<file path="config.mk">
export PLATFORM = sky130hd
export DESIGN_NAME = seven_segment_scanner
export DESIGN_NICKNAME = d
export VERILOG_FILES = /design/src/rtl/seven_segment_scanner.sv
export SDC_FILE = /design/constraint.sdc
export NUM_CORES = 1
export LEC_CHECK = 0
export ABC_AREA = 1
export CORE_ASPECT_RATIO = 1.4
export CORE_MARGIN = 3
export CORE_UTILIZATION = 50
export CTS_BUF_LIST = sky130_fd_sc_hd__clkbuf_4
export DETAILED_ROUTE_END_ITERATION = 6
export PLACE_DENSITY = 0.73
export SKIP_CTS_REPAIR_TIMING = 1
export SYNTH_ARGS = -nofsm -noshare
export SYNTH_HDL_FRONTEND = slang
export SYNTH_SLANG_ARGS = --single-unit
</file>
<file path="constraint.sdc">
create_clock -name clk -period 2.5 [get_ports clk]
set_input_delay 0.5 -clock clk [delete_from_list [all_inputs] [get_ports clk]]
set_output_delay 0.5 -clock clk [all_outputs]
set_load 0.02 [all_outputs]
</file>
<file path="src/rtl/seven_segment_scanner.sv">
// seven_segment_scanner
// Time-multiplexed driver for an N-digit common-anode seven-segment display.
// Each digit gets a slot of SCAN_DIV clocks. At the start of every slot the
// digit's code, visibility and PWM on-time are latched. The anode is then held
// low for the first T cycles of the slot. Digits can be blanked, blinked at a
// frame-based rate, or dimmed through eight brightness levels.
module seven_segment_scanner #(
    parameter int NUM_DIGITS   = 4,
    parameter int SCAN_DIV     = 100000,
    parameter int BLINK_FRAMES = 64
) (
    input  logic                      clk,
    input  logic                      rst,
    input  logic [4*NUM_DIGITS-1:0]   digit_values,
    input  logic [NUM_DIGITS-1:0]     digit_enable,
    input  logic [NUM_DIGITS-1:0]     blink_mask,
    input  logic [2:0]                brightness,
    output logic [NUM_DIGITS-1:0]     DIGIT,
    output logic [6:0]                DISPLAY
);

    // The prescaler and threshold share one width, so a threshold equal to
    // SCAN_DIV (full brightness) still fits.
    localparam int TW = $clog2(SCAN_DIV) + 1;
    localparam int IW = (NUM_DIGITS > 1) ? $clog2(NUM_DIGITS) : 1;
    localparam int FW = (BLINK_FRAMES > 1) ? $clog2(BLINK_FRAMES) : 1;

    localparam logic [TW-1:0] P_LAST   = TW'(SCAN_DIV - 1);
    localparam logic [TW-1:0] SLICE    = TW'(SCAN_DIV / 8);
    localparam logic [IW-1:0] IDX_LAST = IW'(NUM_DIGITS - 1);
    localparam logic [FW-1:0] F_LAST   = FW'(BLINK_FRAMES - 1);

    logic [TW-1:0]         p, p_next;
    logic [IW-1:0]         idx, idx_next;
    logic [FW-1:0]         f, f_next;
    logic                  blink_phase, blink_phase_next;
    logic [6:0]            seg, seg_next;
    logic                  on, on_next;
    logic [TW-1:0]         thr, thr_next;
    logic [NUM_DIGITS-1:0] digit_next;
    logic [6:0]            display_next;

    // Segment patterns, active-low, bit order GFEDCBA.
    function automatic logic [6:0] decode(input logic [3:0] code);
        logic [6:0] pattern;
        case (code)
            4'h0:    pattern = 7'b100_0000;
            4'h1:    pattern = 7'b111_1001;
            4'h2:    pattern = 7'b010_0100;
            4'h3:    pattern = 7'b011_0000;
            4'h4:    pattern = 7'b001_1001;
            4'h5:    pattern = 7'b001_0010;
            4'h6:    pattern = 7'b000_0010;
            4'h7:    pattern = 7'b111_1000;
            4'h8:    pattern = 7'b000_0000;
            4'h9:    pattern = 7'b001_0000;
            4'hA:    pattern = 7'b011_1111;
            default: pattern = 7'b111_1111;
        endcase
        return pattern;
    endfunction

    // Next-state logic: count within the slot, and at the terminal count move
    // to the next digit and latch its snapshot. Outputs come from the
    // post-edge state, so a new slot is visible right after its first edge.
    always_comb begin
        p_next           = p + 1'b1;
        idx_next         = idx;
        f_next           = f;
        blink_phase_next = blink_phase;
        seg_next         = seg;
        on_next          = on;
        thr_next         = thr;
        digit_next       = '1;
        display_next     = 7'b111_1111;

        if (p == P_LAST) begin
            p_next   = '0;
            idx_next = (idx == IDX_LAST) ? '0 : idx + 1'b1;
            if (idx_next == '0) begin
                if (f == F_LAST) begin
                    f_next           = '0;
                    blink_phase_next = ~blink_phase;
                end else begin
                    f_next = f + 1'b1;
                end
            end
            seg_next = decode(digit_values[{idx_next, 2'b00} +: 4]);
            on_next  = digit_enable[idx_next] &&
                       !(blink_mask[idx_next] && blink_phase_next);
            thr_next = (TW'(brightness) + TW'(1)) * SLICE;
        end

        if (on_next && (p_next < thr_next)) begin
            digit_next[idx_next] = 1'b0;
            display_next         = seg_next;
        end
    end

    // State and output registers; reset parks the scanner on the last slot of
    // the last frame in phase 1, so the first edge wraps to digit 0, phase 0.
    always_ff @(posedge clk or posedge rst) begin
        if (rst) begin
            p           <= P_LAST;
            idx         <= IDX_LAST;
            f           <= F_LAST;
            blink_phase <= 1'b1;
            seg         <= 7'b111_1111;
            on          <= 1'b0;
            thr         <= '0;
            DIGIT       <= '1;
            DISPLAY     <= 7'b111_1111;
        end else begin
            p           <= p_next;
            idx         <= idx_next;
            f           <= f_next;
            blink_phase <= blink_phase_next;
            seg         <= seg_next;
            on          <= on_next;
            thr         <= thr_next;
            DIGIT       <= digit_next;
            DISPLAY     <= display_next;
        end
    end

endmodule

</file>
==> summary.md <==
| Metric | Value |
|---|---|
| Avg Vias per Cell | 5.17 |
| Htree depth | 3 |
| Detail Route Antenna Nets | 0 |
| Die Wd | 86.6 um |
| Die height | roughly 120 um |
| Achievable Freq | 0.271 GHz |
| Ys flop type | dfstp_2 |
| Yosys reg bits | 64 |
| Largest net degree at the start of global routing | 65 |
| Inserted Diodes | 0 |
| Synth top area cells | dfstp_2 21%, dfrtp_1 15%, nand2_1 13% |
| Synth-to-layout area growth | 40.5% |
| Critical Path Start Type | input port |
| GRT overflow | 0 |
| CP required | 2.87 ns |
| Sequential share of the synthesized area | 36.3% |
| Worst skew pair latency | between 0.4 and 0.5 ns |
| Crit-path max FO | 6 |
| Cell Pwr Density | 396 mW/mm2 |
| Yosys warnings | 0 |
| Met1 Wirelength | 4.46 mm |
| Post-synth top area cell | dfstp_2 |
| Std cell rows | 40 |
| Peak supply drop | 0.345 mV |
| Crit path cell chain | buf_6, ha_4, or2_4, nand2_4, inv_6, ha_4, xor2_1, ha_1, a21oi_2, nand2_2, a31oi_2, xor2_1, nand2_1, o21ai_1, ha_1, nand2_1, inv_1, o21bai_1, a21oi_1, nor2_1, nand2_2, a21oi_4, nand3_2 |
| Period utilization | 148% |
| Worst-path clk slew | 0.11 ns |
| WL per Instance | 14.6 um |
| Post-DP HPWL | between 8 and 9 mm |
| IO Count | 40 |
| Die footprint | about 0.010 mm2 |
| Met2 wire len | between 7 and 8 mm |
| CP max stage cell | ha_1 |
| CTS root buf | clkbuf_4 |
| Average size of a mapped cell | 7.64 um2 |
| Placeable Area | 0.00871 mm2 |
| Initial antenna violation count | 0 |
| Cell count after synthesis | ~600 |
| Top sig layer | met4 |
| Vias in the first global route | 4134 |
| Fin. Hold Viols | 0 |
| Setup violators final | 14 |
| Status | complete, but fails checks |
| Worst-margin pin slew | 0.491 ns |
| Syn nets | 670 |
| Final wirelength | 12.5 mm |
| Setup ws final | -1.19 ns |
| DR DRC count | 0 |
| Total number of vias | 4428 |
| Initial DRC Count | 198 |
| Worst setup EP type | flop |
| Layout Skew | 0.0131 ns |
| TritonCTS buffer count | 9 |
| WP buf/inv | 3 |
| CP max stage delay | 0.37 ns |
| Crit path DAT | about 4.1 ns |
| CTS tree | yes |
| Final RePlAce weighted congestion | roughly 0.9 |
| Synth cell types | 46 |
| Violated checks | negative setup slack |
| IO Port Bufs | 39 |
| Post-layout util | 73.3% |
| Async SR Flop Fraction | 100% |
| Clock sinks | 64 |
| Drt pass-1 iters | 5 |
| Crit path max-delay family | adder cells |
| Crit path time final | 3.69 ns |
| Max-Cap Viols | 0 |
| Met3 wire len | 501 um |
| Placed insts | 829 |
| Leak Pwr | between 3 and 4 nW |
| Critical path class | input port to flop |
| Maximum root-to-sink buffer count | 2 |
| RSZ-0062 raised after global routing | yes |
| Max-slew violations | 0 |
| Initial Util | around 52% |
| Gr usage total | 22.8% |
| Post-synth top area share | 21.4% |
| Layout cells sized above 1 | between 30% and 40% |
| EDFF count, synth | 0 |
| Top-count cell post-synth | nand2_1 |
| Nets | 822 |
| First-pass GRT wire length | roughly 18 mm |
| Slew HR | 67.3% |
| Mapped Area | 0.00454 mm2 |
| Class of the worst hold path | input port to asynchronous set/reset pin |
| Fin cells | 857 |
| Most instantiated cells after synthesis | 154 x nand2_1, 95 x inv_1, 53 x nand3_1, 47 x nor2_1, 46 x ha_1 |
where the power goes:
group	switching, mW	internal, mW
Clock	0.415	0.508
Combinational	0.264	0.286
Sequential	0.00358	1.05
Total	0.683	1.85
routing by layer:
metal  vias to the layer above  track usage (%)
li1                       2205                -
met1                      2067             23.4
met2                       122             43.8
met3                        34             3.63
met4                         0             9.84
met5                         -                0
worst min-delay path: cells and delay by family:
family / cells / cell delay [ns]
buffers and inverters: 3 / 0.76
sequential cells by signal (all words and copies together) (netlist names):
name,cells
seg,7
p,18
blink_phase,1
f,6
idx,2
DISPLAY,7
thr,18
on,1
DIGIT,4
cell type report:
| type | count | area (um2) |
|---|---|---|
| fill | 633 | 2320 |
| clock inverter | 7 | 118 |
| sequential | 64 | 1650 |
| clock buffer | 9 | 67.6 |
| timing repair buffer | 150 | 1260 |
| tap | 105 | 131 |
| multi-input combinational | 423 | 2780 |
| inverter | 99 | 380 |
stage by stage:
step / setup slack (ns) / total power [mW] / TNS [ns] / cell area [um2] / hold slack (ns)
2_1_floorplan: -1.17 / 1.35 / -13.74 / 4710 / 0.436
3_3_place_gp: -2.05 / 1.54 / -30.55 / 5880 / 0.452
3_5_place_dp: -2.27 / 1.55 / -33.78 / 5880 / 0.453
4_1_cts: -1.79 / 2.48 / -23.30 / 6060 / 0.427
5_1_grt: -1.38 / 2.64 / -15.41 / 6380 / 0.470
6_report: -1.19 / 2.53 / -12.74 / 6380 / 0.415
cells by family (layout without fill, tap and decap cells):
family                   after synthesis  in the layout  synth area share (%)
AND/OR/NAND/NOR                      307            308                  30.3
buffers and inverters                110            265                  10.6
flip-flops                            64             64                  36.3
AO/OA/AOI/OAI                         52             53                  6.94
adder cells (fa/ha/maj)               46             46                  12.7
XOR/XNOR                              15             15                  2.89
multiplexers                           1              1                 0.248
final timing paths:
| check | from | slack (ns) | end | cells past startpoint |
|---|---|---|---|---|
| min reg2reg | thr[1] | 0.47 | thr[1] | 2 |
| min in group clk | thr[1] | 0.47 | thr[1] | 2 |
| max reg2reg | p[1] | -0.64 | DIGIT[2] | 16 |
| min | rst | 0.41 | p[13] | 3 |
| max in group asynchronous | rst | 1.73 | DISPLAY[4] | 3 |
| max | brightness[1] | -1.19 | DIGIT[2] | 23 |
placed cells by master, fill, tap and decap left out, types with 3 or more instances in the layout:
master and n:
a21oi_1 18, buf_4 107, buf_6 4, bufinv_16 3, clkbuf_4 9, clkdlybuf4s50_1 36
dfrtp_1 27, dfstp_2 37, ha_1 33, ha_4 11, inv_1 89, inv_2 7
nand2_1 139, nand2_2 17, nand3_1 41, nand3_2 15, nand4_1 9, nor2_1 46
nor2_2 7, nor3_1 8, nor3_2 5, nor4_1 3, o21ai_0 9, o21ai_1 5
o21ai_2 4, or2_2 6, xor2_1 12
(Power assumes the default switching activity.)
